===== src/rtl/jt7759_pkg.sv =====
// Shared jt7759 definitions: default ROM widths and the one-hot state
// encoding of the ROM arbiter.
package jt7759_pkg;

    localparam int JT7759_AW = 17;
    localparam int JT7759_DW = 8;

    typedef enum logic [2:0] {
        ST_IDLE = 3'b001,
        ST_WAIT = 3'b010,
        ST_GAP  = 3'b100
    } arb_state_t;

endpackage


===== src/rtl/jt7759_romarb_lat.sv =====
// One-entry result latch of a jt7759 channel: remembers the last byte fetched
// for that channel and answers repeated reads of the same address locally.
module jt7759_romarb_lat #(
    parameter int AW = 17,
    parameter int DW = 8
) (
    input  logic          clk,
    input  logic          rstn,
    input  logic          cs,
    input  logic [AW-1:0] addr,
    input  logic          wr,
    input  logic [AW-1:0] wr_addr,
    input  logic [DW-1:0] wr_data,
    input  logic          inv,
    output logic          hit,
    output logic [DW-1:0] data,
    output logic          ok
);

    logic          vld_r;
    logic [AW-1:0] addr_r;
    logic [DW-1:0] dat_r;
    logic [DW-1:0] data_r;
    logic          ok_r;
    logic          fill_hit_s;

    assign hit        = cs & vld_r & (addr_r == addr);
    // A fill matching the live address answers in the same edge it is stored
    assign fill_hit_s = wr & cs & (wr_addr == addr);
    assign data       = data_r;
    assign ok         = ok_r;

    // Latch contents: written by a completed fetch, invalidated by a timeout
    always_ff @(posedge clk or negedge rstn) begin
        if (!rstn) begin
            vld_r  <= 1'b0;
            addr_r <= '0;
            dat_r  <= '0;
        end else if (wr) begin
            vld_r  <= 1'b1;
            addr_r <= wr_addr;
            dat_r  <= wr_data;
        end else if (inv) begin
            vld_r  <= 1'b0;
        end
    end

    // Registered ok/data presented to the channel
    always_ff @(posedge clk or negedge rstn) begin
        if (!rstn) begin
            ok_r   <= 1'b0;
            data_r <= '0;
        end else begin
            ok_r <= hit | fill_hit_s;
            if (fill_hit_s) begin
                data_r <= wr_data;
            end else if (hit) begin
                data_r <= dat_r;
            end
        end
    end

endmodule


===== src/rtl/jt7759_romarb.sv =====
// Shares one external sample ROM port between two jt7759 channels with
// round-robin arbitration, per-channel result latches and a wait timeout.
module jt7759_romarb
    import jt7759_pkg::*;
#(
    parameter int AW   = JT7759_AW,
    parameter int DW   = JT7759_DW,
    parameter int TOUT = 255
) (
    input  logic          clk,
    input  logic          rstn,
    input  logic          ch0_cs,
    input  logic [AW-1:0] ch0_addr,
    output logic [DW-1:0] ch0_data,
    output logic          ch0_ok,
    input  logic          ch1_cs,
    input  logic [AW-1:0] ch1_addr,
    output logic [DW-1:0] ch1_data,
    output logic          ch1_ok,
    output logic          rom_cs,
    output logic [AW-1:0] rom_addr,
    input  logic [DW-1:0] rom_data,
    input  logic          rom_ok,
    output logic          owner,
    output logic          tout_err
);

    localparam int             CW     = (TOUT > 0) ? $clog2(TOUT + 1) : 1;
    localparam logic [CW-1:0]  TOUT_C = CW'(TOUT);

    arb_state_t    state_r, state_nxt_s;
    logic          rom_cs_r, rom_cs_nxt_s;
    logic [AW-1:0] rom_addr_r, rom_addr_nxt_s;
    logic          owner_r, owner_nxt_s;
    logic          tout_r, tout_nxt_s;
    logic [CW-1:0] cnt_r, cnt_nxt_s, cnt_inc_s;
    logic          hit0_s, hit1_s, pend0_s, pend1_s, grant_s, to_s;
    logic          wr0_s, wr1_s, inv0_s, inv1_s;

    assign pend0_s   = ch0_cs & ~hit0_s & ~((state_r != ST_IDLE) & ~owner_r);
    assign pend1_s   = ch1_cs & ~hit1_s & ~((state_r != ST_IDLE) &  owner_r);
    assign grant_s   = (pend0_s & pend1_s) ? ~owner_r : pend1_s;
    assign cnt_inc_s = cnt_r + CW'(1);
    assign to_s      = (TOUT != 0) && (cnt_inc_s == TOUT_C);

    assign rom_cs   = rom_cs_r;
    assign rom_addr = rom_addr_r;
    assign owner    = owner_r;
    assign tout_err = tout_r;

    // State register
    always_ff @(posedge clk or negedge rstn) begin
        if (!rstn) begin
            state_r <= ST_IDLE;
        end else begin
            state_r <= state_nxt_s;
        end
    end

    // Next-state logic
    always_comb begin
        state_nxt_s = state_r;
        case (state_r)
            ST_IDLE: begin
                if (pend0_s | pend1_s) begin
                    state_nxt_s = ST_WAIT;
                end else begin
                    state_nxt_s = ST_IDLE;
                end
            end
            ST_WAIT: begin
                if (rom_ok | to_s) begin
                    state_nxt_s = ST_GAP;
                end else begin
                    state_nxt_s = ST_WAIT;
                end
            end
            ST_GAP:  state_nxt_s = ST_IDLE;
            default: state_nxt_s = ST_IDLE;
        endcase
    end

    // Output/datapath next values and latch write strobes
    always_comb begin
        rom_cs_nxt_s   = rom_cs_r;
        rom_addr_nxt_s = rom_addr_r;
        owner_nxt_s    = owner_r;
        tout_nxt_s     = tout_r;
        cnt_nxt_s      = cnt_r;
        wr0_s          = 1'b0;
        wr1_s          = 1'b0;
        inv0_s         = 1'b0;
        inv1_s         = 1'b0;
        case (state_r)
            ST_IDLE: begin
                if (pend0_s | pend1_s) begin
                    owner_nxt_s    = grant_s;
                    rom_addr_nxt_s = grant_s ? ch1_addr : ch0_addr;
                    rom_cs_nxt_s   = 1'b1;
                    cnt_nxt_s      = '0;
                end else begin
                    rom_cs_nxt_s   = 1'b0;
                end
            end
            ST_WAIT: begin
                if (rom_ok) begin
                    wr0_s        = ~owner_r;
                    wr1_s        = owner_r;
                    rom_cs_nxt_s = 1'b0;
                end else if (to_s) begin
                    inv0_s       = ~owner_r;
                    inv1_s       = owner_r;
                    tout_nxt_s   = 1'b1;
                    rom_cs_nxt_s = 1'b0;
                end else begin
                    cnt_nxt_s    = cnt_inc_s;
                end
            end
            ST_GAP:  rom_cs_nxt_s = 1'b0;
            default: rom_cs_nxt_s = 1'b0;
        endcase
    end

    // Registered ROM-side outputs, owner, timeout flag and wait counter
    always_ff @(posedge clk or negedge rstn) begin
        if (!rstn) begin
            rom_cs_r   <= 1'b0;
            rom_addr_r <= '0;
            owner_r    <= 1'b1;
            tout_r     <= 1'b0;
            cnt_r      <= '0;
        end else begin
            rom_cs_r   <= rom_cs_nxt_s;
            rom_addr_r <= rom_addr_nxt_s;
            owner_r    <= owner_nxt_s;
            tout_r     <= tout_nxt_s;
            cnt_r      <= cnt_nxt_s;
        end
    end

    jt7759_romarb_lat #(.AW(AW), .DW(DW)) u_lat0 (
        .clk     (clk),
        .rstn    (rstn),
        .cs      (ch0_cs),
        .addr    (ch0_addr),
        .wr      (wr0_s),
        .wr_addr (rom_addr_r),
        .wr_data (rom_data),
        .inv     (inv0_s),
        .hit     (hit0_s),
        .data    (ch0_data),
        .ok      (ch0_ok)
    );

    jt7759_romarb_lat #(.AW(AW), .DW(DW)) u_lat1 (
        .clk     (clk),
        .rstn    (rstn),
        .cs      (ch1_cs),
        .addr    (ch1_addr),
        .wr      (wr1_s),
        .wr_addr (rom_addr_r),
        .wr_data (rom_data),
        .inv     (inv1_s),
        .hit     (hit1_s),
        .data    (ch1_data),
        .ok      (ch1_ok)
    );

endmodule


===== config.mk =====
export PLATFORM = sky130hd
export DESIGN_NAME = jt7759_romarb
export DESIGN_NICKNAME = d
export VERILOG_FILES = /design/src/rtl/jt7759_pkg.sv /design/src/rtl/jt7759_romarb_lat.sv /design/src/rtl/jt7759_romarb.sv
export SDC_FILE = /design/constraint.sdc
export NUM_CORES = 1
export LEC_CHECK = 0
export CAP_MARGIN = 10
export CORE_ASPECT_RATIO = 2
export CORE_MARGIN = 10
export CORE_UTILIZATION = 43
export DETAILED_ROUTE_END_ITERATION = 10
export PLACE_DENSITY = 0.7
export SLEW_MARGIN = 10
export SYNTH_ARGS = -nofsm -noshare
export SYNTH_HDL_FRONTEND = slang
export SYNTH_SLANG_ARGS = --single-unit

===== constraint.sdc =====
create_clock -name clk -period 3.8 [get_ports clk]
set_clock_uncertainty 0.05 [all_clocks]
set_input_delay 0.76 -clock clk [delete_from_list [all_inputs] [get_ports clk]]
set_output_delay 0.76 -clock clk [all_outputs]
set_load 0.05 [all_outputs]

# Word-level counts from Yosys, hierarchy flattened
# Cells that the tools add are included.
# totals
out_inout_bits	38
register_bits	101
# classes
n_reduce_logical	8
n_addsub	1
mux	31
bitwise	25
eq_ne	12
# ops
op	n
17-bit equality test	4
8-bit two-way mux	7
1-bit two-way mux	18
17-bit two-way mux	1
8-bit case mux with 2 select lines	1
1-bit bitwise AND	15
2-bit nonzero test	5
8-bit by 1-bit adder with 8-bit output (second input constant)	1
8-bit equality test (second input constant)	1
2-bit inequality test (second input constant)	3
1-bit inverter	6
3-bit case mux with 2 select lines	1
1-bit OR	4
4-bit AND reduction	1
3-bit by 1-bit equality test with 1-bit output (second input constant)	1
3-bit by 2-bit equality test with 1-bit output (second input constant)	1
3-bit two-way mux	1
3-bit by 1-bit inequality test with 1-bit output (second input constant)	1
3-bit inequality test (second input constant)	1
3-bit AND reduction	1
2-bit two-way mux	1
1-bit case mux with 2 select lines	1
2-bit AND reduction	1

# Depth between registers and ports, before layout
# Gate-level depths: netlist (run 1).
# depth
depth_word	8
depth_mapped	8
depth_no_buf	7

# Cells and area by module
# From an unflattened synthesis (run 1), not the netlist that was laid out.
# hier_totals
cells_unflattened	464
hier_area_um2	5361.4
# modules_own_cells
module	area_per_inst_um2	cells_each	seq_area_each_um2	instances
jt7759_romarb_lat	1811.7	144	875.8	2
jt7759_romarb	1737.9	176	778.2	1

# Least setup slack after synthesis (run 1)
# OpenSTA, ideal clock, no wires.
# synth_path
kind	input-to-reg
start	input ch0_addr[10]
end	register u_lat0.data_r[0], in the netlist u_lat0.data[0]
arrival_time_ns	2.783
slack_ns	0.842
setup_time_ns	0.125
n_path_buf	1
path_stages	7
required_time_ns	3.625
path_cell_list	xnor2_1 -> nand2_1 -> or3b_1 -> or4_1 -> or4b_1 -> buf_6 -> mux2_4
# synth_via
elab_chain_cells	3
# synth_lines
element	line	source
start: declaration	jt7759_romarb.sv:13	input logic [AW-1:0] ch0_addr,
17-bit equality test, on equally long branches	jt7759_romarb_lat.sv:29, jt7759_romarb_lat.sv:27	
1-bit bitwise AND, on equally long branches	jt7759_romarb_lat.sv:29, jt7759_romarb_lat.sv:27	
8-bit two-way mux / 2-bit nonzero test (equally long branches)	-	
end signal: assignment	jt7759_romarb_lat.sv:56	data_r <= wr_data;
end signal: assignment	jt7759_romarb_lat.sv:58	data_r <= dat_r;
end: declaration	jt7759_romarb_lat.sv:23	logic [DW-1:0] data_r;
# Parallel ways exist; a longest one is shown, timed or not.
# A chain may end at the register's enable or synchronous reset.

# Worst setup path in the final report (run 1)
# layout_path
start	input ch0_addr[11]
end	register u_lat0.data_r[4], in the netlist u_lat0.data[4]
# Same word-level chain as after synthesis.

==> results of run 1 <==
-- cell type report --
class / instances / area, um^2 / area share
multi-input cells: 346 / 2790 / 0.407
flip-flops and latches: 101 / 2530 / 0.370
repair buffers: 109 / 1030 / 0.150
clock buffers: 9 / 225 / 0.0329
well taps: 150 / 188 / 0.0274
clock inverters: 7 / 66.3 / 0.00970
inverters: 5 / 18.8 / 0.00274
-- power by group through the flow --
stage          Sequential (W)  Clock [W]  Combinational [W]
2_1_floorplan         0.00213          0            0.00109
3_3_place_gp          0.00180          0            0.00226
3_5_place_dp          0.00183          0            0.00229
4_1_cts               0.00180   0.000938            0.00231
5_1_grt               0.00185   0.000976            0.00247
6_report              0.00181   0.000915            0.00230
-- registers in the layout, summed over array words and instances, names as in the netlist, 3 cells and up --
name           cells
rom_addr          17
u_lat1.addr_r     17
u_lat1.dat_r       8
u_lat0.addr_r     17
u_lat0.dat_r       8
state_r            3
u_lat1.data        8
cnt_r              8
u_lat0.data        8
-- layout by cell type, fill, tap and decap left out, types with 3 or more instances in the layout --
cell	n
dfrtp_1	99
clkdlybuf4s50_1	83
mux2_2	67
xor2_1	36
xnor2_1	32
nand4_1	30
buf_4	26
nor3_1	24
o21ai_0	23
nand2_1	18
a31oi_1	18
mux2_4	16
nor4_1	13
clkbuf_16	9
nor2_1	7
and3_1	6
inv_1	5
nand3_1	5
and3b_1	3
nor3b_1	3
a21oi_1	3
or4_1	3
a211o_1	3
or3b_2	3
inv_8	3
-- how the worst min path moves through the flow --
stage	start	to	slack [ns]
final	tout_err$_DFFE_PN0P_	tout_err$_DFFE_PN0P_	0.44
after global routing	tout_err$_DFFE_PN0P_	tout_err$_DFFE_PN0P_	0.45
after floorplan	rstn	cnt_r[0]$_DFFE_PN0P_	0.41
after detailed placement	tout_err$_DFFE_PN0P_	tout_err$_DFFE_PN0P_	0.42
after CTS	tout_err$_DFFE_PN0P_	tout_err$_DFFE_PN0P_	0.44
after global placement	tout_err$_DFFE_PN0P_	tout_err$_DFFE_PN0P_	0.41
-- cell families after synthesis --
logic type,synth area share
and+or+nand+nor,0.146
DFF,0.465
muxes,0.185
xor gates and xnor gates,0.110
AOI/OAI and AO/OA,0.0669
buffers and inverters,0.0228
adders and majority gates,0.00460
-- layer usage --
| metal | up-vias | global-route usage |
|---|---|---|
| li1 | 1941 | - |
| met1 | 2150 | 0.188 |
| met2 | 141 | 0.351 |
| met3 | 48 | 0.0343 |
| met4 | 0 | 0.109 |
| met5 | - | 0 |
-- per-stage QoR --
stage | utilization | instance area [um^2] | setup slack [ns] | power (W) | instances
2_1_floorplan | - | 5440 | 0.842 | 0.00322 | 474
3_3_place_gp | 0.525 | 6550 | 0.174 | 0.00406 | 711
3_5_place_dp | 0.525 | 6550 | 0.118 | 0.00412 | 711
4_1_cts | 0.548 | 6840 | 0.491 | 0.00505 | 727
5_1_grt | 0.548 | 6840 | 0.412 | 0.00530 | 727
6_report | 0.548 | 6840 | 0.458 | 0.00502 | 727
-- critical path: cells and delay by family --
kind	cells	cell delay [ns]
simple gates	4	1.48
mux	1	0.32
buf+inv	2	0.78
xor+xnor	1	0.17
==> metrics, run 1 <==
run status=finished, final reports clean; hpwl dp=13000 um; Netlist cell types=48; Critical path origin=ch0_addr[11]; top cells by area, synth=dfrtp_1 (46%), mux2_2 (14%), xor2_1 (5.8%); Seq pwr share=0.360; Logic pwr share=0.457; asr flop ratio synth=1.00; Final Hold Fails=0; number of global-route vias before repair=~4700; Site Rows=58; postcts setup bufs=0; Filler cells=around 1100; crit-path cells=clkdlybuf4s50_1, xnor2_1, nand2_1, or3b_1, or4_1, or4b_1, buf_4, mux2_4; CTS clk-pin slew, worst paths=0.08 ns; CTS H-Tree Depth=3; core area=around 12000 um^2; Slew HR=0.278; Diodes inserted=0; Die Wd=99.5 um; worst r2r src=rom_addr[13]$_DFFE_PN0P_; DRT antenna net count=0; P_sw=0.00213 W; reg-to-reg endpoint=u_lat1.data[7]$_DFFE_PN0P_; DIE HEIGHT=179 um; Yosys Warn Count=0; post-cts hold buffer count=0; Reg2Reg Depth=7; initial antenna violation count=0; Resized cells post-CTS=0; WHS=between 0.4 and 0.5 ns; Final #Nets=621; number of synthesized flops with an enable pin=0; met3 wire length=653 um; mapped cell area=roughly 5400 um^2; die area=approximately 18000 um^2; 1st-pass router iterations=4; switching share of power=0.423; critical path data arrival time=3.53 ns; final setup violation count=0; num ports=85; Commonest cells post-synth=dfrtp_1 (99), mux2_2 (67), xor2_1 (36); post-synth top area share=0.455; leading area contributor after synthesis=dfrtp_1; CP Class=primary input to flip-flop; PwrDens=734 nW/um^2; WL met2=9250 um; peak supply drop=414 uV; Avg Cell Area, Syn=between 10 and 15 um^2; DRC=0; flop and latch count out of synthesis=101; Lkg Pwr=2.89 nW; CTS root buf=clkbuf_16; Total Routing Usage GR=0.188; post-route setup TNS=0 ns; minimum clock period=approximately 3.3 ns; Routability Congestion=slightly below 1; Tcrit/Tclk final=0.879; hold crit path type=flip-flop to flip-flop; total gr overflow=0; Top FF cell, synth=dfrtp_1; clock sink count=101; Synth Net Count=523; most common cell in the synthesized netlist=dfrtp_1; starting density of the core=0.436; TritonCTS clock tree=yes; actual slew at the worst max-slew pin=1.08 ns; First DRT Iteration DRCs=216; Clock Latency Late Sink=0.36 ns; Int Pwr=around 0.0029 W; Max clock buf depth=2; worst path required time=3.99 ns; max incr delay on CP=0.57 ns; slowest CP cell=clkdlybuf4s50_1; Hold Path Cell Cnt=1; share of layout cells above drive strength 1=0.239; vias=around 4300; crit path to=u_lat0.data[4]$_DFFE_PN0P_; startpoint types=primary input; CTS Buf Count=9; clock share of power=0.182; routed len/inst=22.9 um; M1 WL=5990 um; pin count of the biggest net entering global routing=84; flop2flop setup slack=0.87 ns; f_max=around 300 MHz; Slew Limit Fails=0; first-pass GRT wire length=26100 um; top routing layer in use=met4; area added between synthesis and finish=25.7%; Worst Setup End Kind=flip-flop; unrepaired setup endpoints after global routing=false; Max Cap Viol=0; I/O Buffers=84; via/cell ratio=5.89; Max FO, Critical Path=8; Synth Instances=474; post-synthesis sequential area ratio=0.465; Routed WL=16700 um
No activity file was read; power rests on OpenSTA's default activity.
==> inputs of run 2 (changes only) <==
--- a/config.mk
+++ b/config.mk
@@ -5,7 +5,7 @@
 export SDC_FILE = /design/constraint.sdc
 export NUM_CORES = 1
 export LEC_CHECK = 0
-export CAP_MARGIN = 10
+export CAP_MARGIN = 20
 export CORE_ASPECT_RATIO = 2
 export CORE_MARGIN = 10
 export CORE_UTILIZATION = 43
==> metrics, run 2 (synthesis gave the netlist of run 1 again) <==
peak supply drop=418 uV (+0.90%); Routability Congestion=0.984 (unchanged); crit path to=u_lat0.data[4]$_DFFE_PN0P_; post-cts hold buffer count=0 (unchanged); hold crit path type=primary input to async pin; CTS clk-pin slew, worst paths=0.08 ns (about the same); critical path data arrival time=3.53 ns (about the same); number of global-route vias before repair=4654 (unchanged); Worst Setup End Kind=flip-flop; Lkg Pwr=2.91 nW (+0.44%); Site Rows=58 (unchanged); unrepaired setup endpoints after global routing=false; die area=17800 um^2 (unchanged); DRC=0 (unchanged); DRT antenna net count=0 (unchanged); Reg2Reg Depth=7 (unchanged); CTS Buf Count=9 (unchanged); Diodes inserted=0 (unchanged); worst path required time=3.99 ns (about the same); Slew Limit Fails=0 (unchanged); Max clock buf depth=2 (unchanged); total gr overflow=0 (unchanged); Final #Nets=622 (+0.16%); First DRT Iteration DRCs=192 (-11%); actual slew at the worst max-slew pin=0.778 ns (-0.306 ns); f_max=299 MHz (about the same); startpoint types=primary input; num ports=85 (unchanged); first-pass GRT wire length=26100 um (unchanged); P_sw=0.00212 W (about the same); Final Hold Fails=0 (unchanged); Max FO, Critical Path=8 (unchanged); clock share of power=0.182 (about the same); Routed WL=16700 um (about the same); hpwl dp=13000 um (unchanged); core area=12500 um^2 (unchanged); clock sink count=101 (unchanged); Resized cells post-CTS=0 (unchanged); Tcrit/Tclk final=0.879 (about the same); Seq pwr share=0.360 (about the same); starting density of the core=0.436 (unchanged); vias=4289 (+0.21%); most frequent cells in the layout=dfrtp_1 (99), clkdlybuf4s50_1 (83), mux2_2 (67); area added between synthesis and finish=26.2%; switching share of power=0.423 (-0.000440); pin count of the biggest net entering global routing=84 (unchanged); final setup violation count=0 (unchanged); PnR worst setup slack=0.459 ns (+0.000496 ns); Int Pwr=0.00290 W (+0.11%); CTS H-Tree Depth=3 (unchanged); routed len/inst=22.9 um (-0.22%); run status=finished, final reports clean; initial antenna violation count=0 (unchanged); share of layout cells above drive strength 1=0.240 (+0.00132); PwrDens=731 nW/um^2 (-0.37%); TritonCTS clock tree=yes; postcts setup bufs=0 (unchanged); commonest non-fill, non-tap cell in the layout=dfrtp_1; worst r2r src=rom_addr[13]$_DFFE_PN0P_; flop2flop setup slack=0.86 ns (about the same); Max Cap Viol=0 (unchanged); I/O Buffers=84 (unchanged); reg-to-reg endpoint=u_lat1.data[7]$_DFFE_PN0P_; Total Routing Usage GR=0.188 (unchanged); Critical path origin=ch0_addr[11]; Slew HR=0.480 (+0.203); 1st-pass router iterations=4 (unchanged); CP Class=primary input to flip-flop; post-route setup TNS=0 ns (unchanged); Die Wd=99.5 um (unchanged); DIE HEIGHT=179 um (unchanged); minimum clock period=3.34 ns (-0.000496 ns); Setup WS pre-CTS=0.118 ns (unchanged); Clock Latency Late Sink=0.35 ns (about the same); Logic pwr share=0.458 (about the same); CTS root buf=clkbuf_16; via/cell ratio=5.89 (about the same)
## run 2: changes by cell type in the layout (fill, tap and decap cells not counted), sizes merged
cell,change
buf,+1
## run 2: critical path: stages
cell             delay, ns
clkdlybuf4s50_1       0.57
xnor2_1               0.17
nand2_1               0.08
or3b_1                0.37
or4_1                 0.50
or4b_1                0.53
buf_4                 0.21
mux2_4                0.32
## run 2: area by class of cell
| cell class | count | area [um^2] |
|---|---|---|
| fill | 1132 | 5620 |
| sequential | 101 | 2530 |
| timing repair buffer | 110 | 1050 |
| clock inverter | 7 | 66.3 |
| inverter | 5 | 18.8 |
| multi-input combinational | 346 | 2790 |
| clock buffer | 9 | 225 |
| tap | 150 | 188 |
## run 2: worst min-delay path by stage
stage	startpoint	cells past startpoint	to
after floorplan	rstn	0	cnt_r[0]$_DFFE_PN0P_
after global placement	tout_err$_DFFE_PN0P_	1	tout_err$_DFFE_PN0P_
after detailed placement	tout_err$_DFFE_PN0P_	1	tout_err$_DFFE_PN0P_
after CTS	tout_err$_DFFE_PN0P_	1	tout_err$_DFFE_PN0P_
after global routing	rstn	1	u_lat0.ok$_DFF_PN0_
final	rstn	1	u_lat0.ok$_DFF_PN0_
## run 2: stage by stage
step | hold WS [ns] | util | std cells | total power [W] | instance area (um^2)
after floorplan | 0.414 | - | 474 | 0.00322 | 5440
after detailed placement | 0.420 | 0.525 | 711 | 0.00412 | 6550
after global routing | 0.285 | 0.550 | 728 | 0.00530 | 6870
final | 0.270 | 0.550 | 728 | 0.00502 | 6870
after global placement | 0.410 | 0.525 | 711 | 0.00406 | 6550
after CTS | 0.442 | 0.548 | 727 | 0.00505 | 6840
## run 2: power by group through the flow
stage	Combinational (W)	Clock (W)	Sequential [W]
2_1_floorplan	0.00109	0	0.00213
3_3_place_gp	0.00226	0	0.00180
3_5_place_dp	0.00229	0	0.00183
4_1_cts	0.00231	0.000938	0.00180
5_1_grt	0.00248	0.000976	0.00185
6_report	0.00230	0.000914	0.00181
## run 2: per-layer routing
metal  vias to the layer above  routed length [um]  global-route usage
met3                        54                 683              0.0343
li1                       1943                   -                   -
met5                         -                   0                   0
met4                         0                 879               0.109
met2                       150                9210               0.351
met1                      2142                5900               0.188
==> inputs of run 3 (changes only) <==
--- a/config.mk
+++ b/config.mk
@@ -10,7 +10,7 @@
 export CORE_MARGIN = 10
 export CORE_UTILIZATION = 43
 export DETAILED_ROUTE_END_ITERATION = 10
-export PLACE_DENSITY = 0.7
+export PLACE_DENSITY = 0.75
 export SLEW_MARGIN = 10
 export SYNTH_ARGS = -nofsm -noshare
 export SYNTH_HDL_FRONTEND = slang
==> metrics, run 3 (synthesis gave the netlist of run 1 again) <==
run status=finished, final reports clean; CP Class=primary input to flip-flop; First DRT Iteration DRCs=259 (+35%); area taken by multi-input logic gates=2790 um^2 (unchanged); commonest non-fill, non-tap cell in the layout=dfrtp_1; clock sink count=101 (unchanged); reg-to-reg endpoint=u_lat1.data[7]$_DFFE_PN0P_; Final Hold Fails=0 (unchanged); slowest CP cell=or4b_1; starting density of the core=0.436 (unchanged); DP Area=6550 um^2 (unchanged); final setup violation count=0 (unchanged); startpoint types=primary input; Max FO, Critical Path=8 (unchanged); CTS H-Tree Depth=3 (unchanged); Site Rows=58 (unchanged); CP delay by family, top=simple AND/OR/NAND/NOR gates; WP depth=8 (unchanged); Resized cells post-CTS=0 (unchanged); DRC=0 (unchanged); Max Cap Viol=0 (unchanged); pin count of the biggest net entering global routing=55 (-35%); worst path required time=4.00 ns (about the same); post-route setup TNS=0 ns (unchanged); hpwl dp=13000 um (+0.51%); TritonCTS clock tree=yes; Critical path origin=ch1_addr[3]; Lkg Pwr=2.91 nW (about the same); Total Routing Usage GR=0.189 (+0.000446); Reg2Reg Depth=7 (unchanged); Diodes inserted=0 (unchanged); share of layout cells above drive strength 1=0.239 (-0.00132); 1st-pass router iterations=4 (unchanged); Slew Limit Fails=0 (unchanged); sequential cell area=2530 um^2 (unchanged); WL met2=9240 um (+0.30%); via/cell ratio=5.96 (+1.2%); Design Area, Final=6860 um^2 (about the same); CTS root buf=clkbuf_16; first-pass GRT wire length=26200 um (+0.40%); f_max=302 MHz (+1.0%); postcts setup bufs=0 (unchanged); CTS clk-pin slew, worst paths=0.08 ns (about the same); unrepaired setup endpoints after global routing=false; Setup WS pre-CTS=0.175 ns (+0.0574 ns); max incr delay on CP=0.52 ns (-0.05 ns); initial antenna violation count=0 (unchanged); top routing layer in use=met4; Clock Latency Late Sink=0.36 ns (about the same); overall power=0.00507 W (+0.99%); critical path data arrival time=3.50 ns (-0.03 ns); Routability Congestion=0.985 (about the same); crit path to=u_lat1.data[7]$_DFFE_PN0P_; I/O Buffers=84 (unchanged); Slew HR=0.385 (-0.0948); hold crit path type=primary input to async pin; Worst Setup End Kind=flip-flop; peak supply drop=416 uV (-0.48%); crit-path cells=clkdlybuf4s50_1, xnor2_1, nand2_1, or3b_2, or4_1, or4b_1, buf_4, mux2_4; post-cts hold buffer count=0 (unchanged); DIE HEIGHT=179 um (unchanged); Die Wd=99.5 um (unchanged); num ports=85 (unchanged); vias=4335 (+1.1%); routed len/inst=22.8 um (-0.64%); flop2flop setup slack=0.87 ns (about the same); minimum clock period=3.31 ns (-0.0339 ns); core area=12500 um^2 (unchanged); worst r2r src=rom_addr[3]$_DFFE_PN0P_; Filler cells=1082 (-4.4%); die area=17800 um^2 (unchanged); actual slew at the worst max-slew pin=0.920 ns (+0.142 ns); Final #Nets=621 (-0.16%); PnR worst setup slack=0.493 ns (+0.0339 ns); most frequent cells in the layout=dfrtp_1 (99), clkdlybuf4s50_1 (83), mux2_2 (67); Tcrit/Tclk final=0.870 (-0.00892); Max clock buf depth=2 (unchanged); number of global-route vias before repair=4757 (+2.2%); M1 WL=5650 um (-4.1%); met3 wire length=746 um (+9.2%); PwrDens=739 nW/um^2 (+1.1%); CTS Buf Count=9 (unchanged); area added between synthesis and finish=26.2% (about the same); total gr overflow=0 (unchanged); DRT antenna net count=0 (unchanged); Routed WL=16500 um (-0.77%); Crit path buffers/inverters=2 (unchanged)
-- run 3: cell count changes in the layout (fill, tap and decap cells not counted) --
| cell | previous run | this run |
|---|---|---|
| buf_16 | 1 | 0 |
| bufinv_16 | 0 | 1 |
| clkinvlp_4 | 2 | 1 |
-- run 3: layer usage --
| metal | GRT usage | vias to the layer above |
|---|---|---|
| li1 | - | 1952 |
| met1 | 0.185 | 2168 |
| met2 | 0.352 | 161 |
| met3 | 0.0347 | 54 |
| met4 | 0.118 | 0 |
| met5 | 0 | - |
-- run 3: how the worst min path moves through the flow --
stage | startpoint | to | slack, ns | cells after the start
after detailed placement | tout_err$_DFFE_PN0P_ | tout_err$_DFFE_PN0P_ | 0.42 | 1
final | rstn | u_lat1.dat_r[4]$_DFFE_PN0P_ | 0.39 | 1
after CTS | rstn | u_lat1.dat_r[4]$_DFFE_PN0P_ | 0.41 | 1
after global routing | rstn | u_lat0.dat_r[3]$_DFFE_PN0P_ | 0.45 | 1
after global placement | tout_err$_DFFE_PN0P_ | tout_err$_DFFE_PN0P_ | 0.41 | 1
after floorplan | rstn | cnt_r[0]$_DFFE_PN0P_ | 0.41 | 0
-- run 3: worst register-to-register path: stages (launching register included) --
cell and delay [ns]:
dfrtp_1 0.49, xnor2_1 0.30, nand2_1 0.08, or3b_2 0.47, or4_1 0.40, or4b_1 0.52, buf_4 0.21, mux2_4 0.32
-- run 3: cell type report --
class | instances | area share
clock buffers | 9 | 0.0328
repair buffers | 109 | 0.150
well taps | 150 | 0.0274
flip-flops and latches | 101 | 0.369
multi-input cells | 346 | 0.406
clock inverters | 7 | 0.0129
inverters | 5 | 0.00274
-- run 3: per-stage QoR --
step / cells / util / hold WS, ns
3_3_place_gp: 711 / 0.525 / 0.411
4_1_cts: 727 / 0.550 / 0.410
5_1_grt: 727 / 0.550 / 0.452
2_1_floorplan: 474 / - / 0.414
6_report: 727 / 0.550 / 0.389
3_5_place_dp: 711 / 0.525 / 0.415
-- run 3: report_power, final --
part           switching, W  leakage (nW)  internal [W]
logic               0.00134          1.51      0.000948
registers          0.000330          1.24       0.00148
clock network      0.000449         0.152      0.000528
total               0.00212          2.91       0.00295
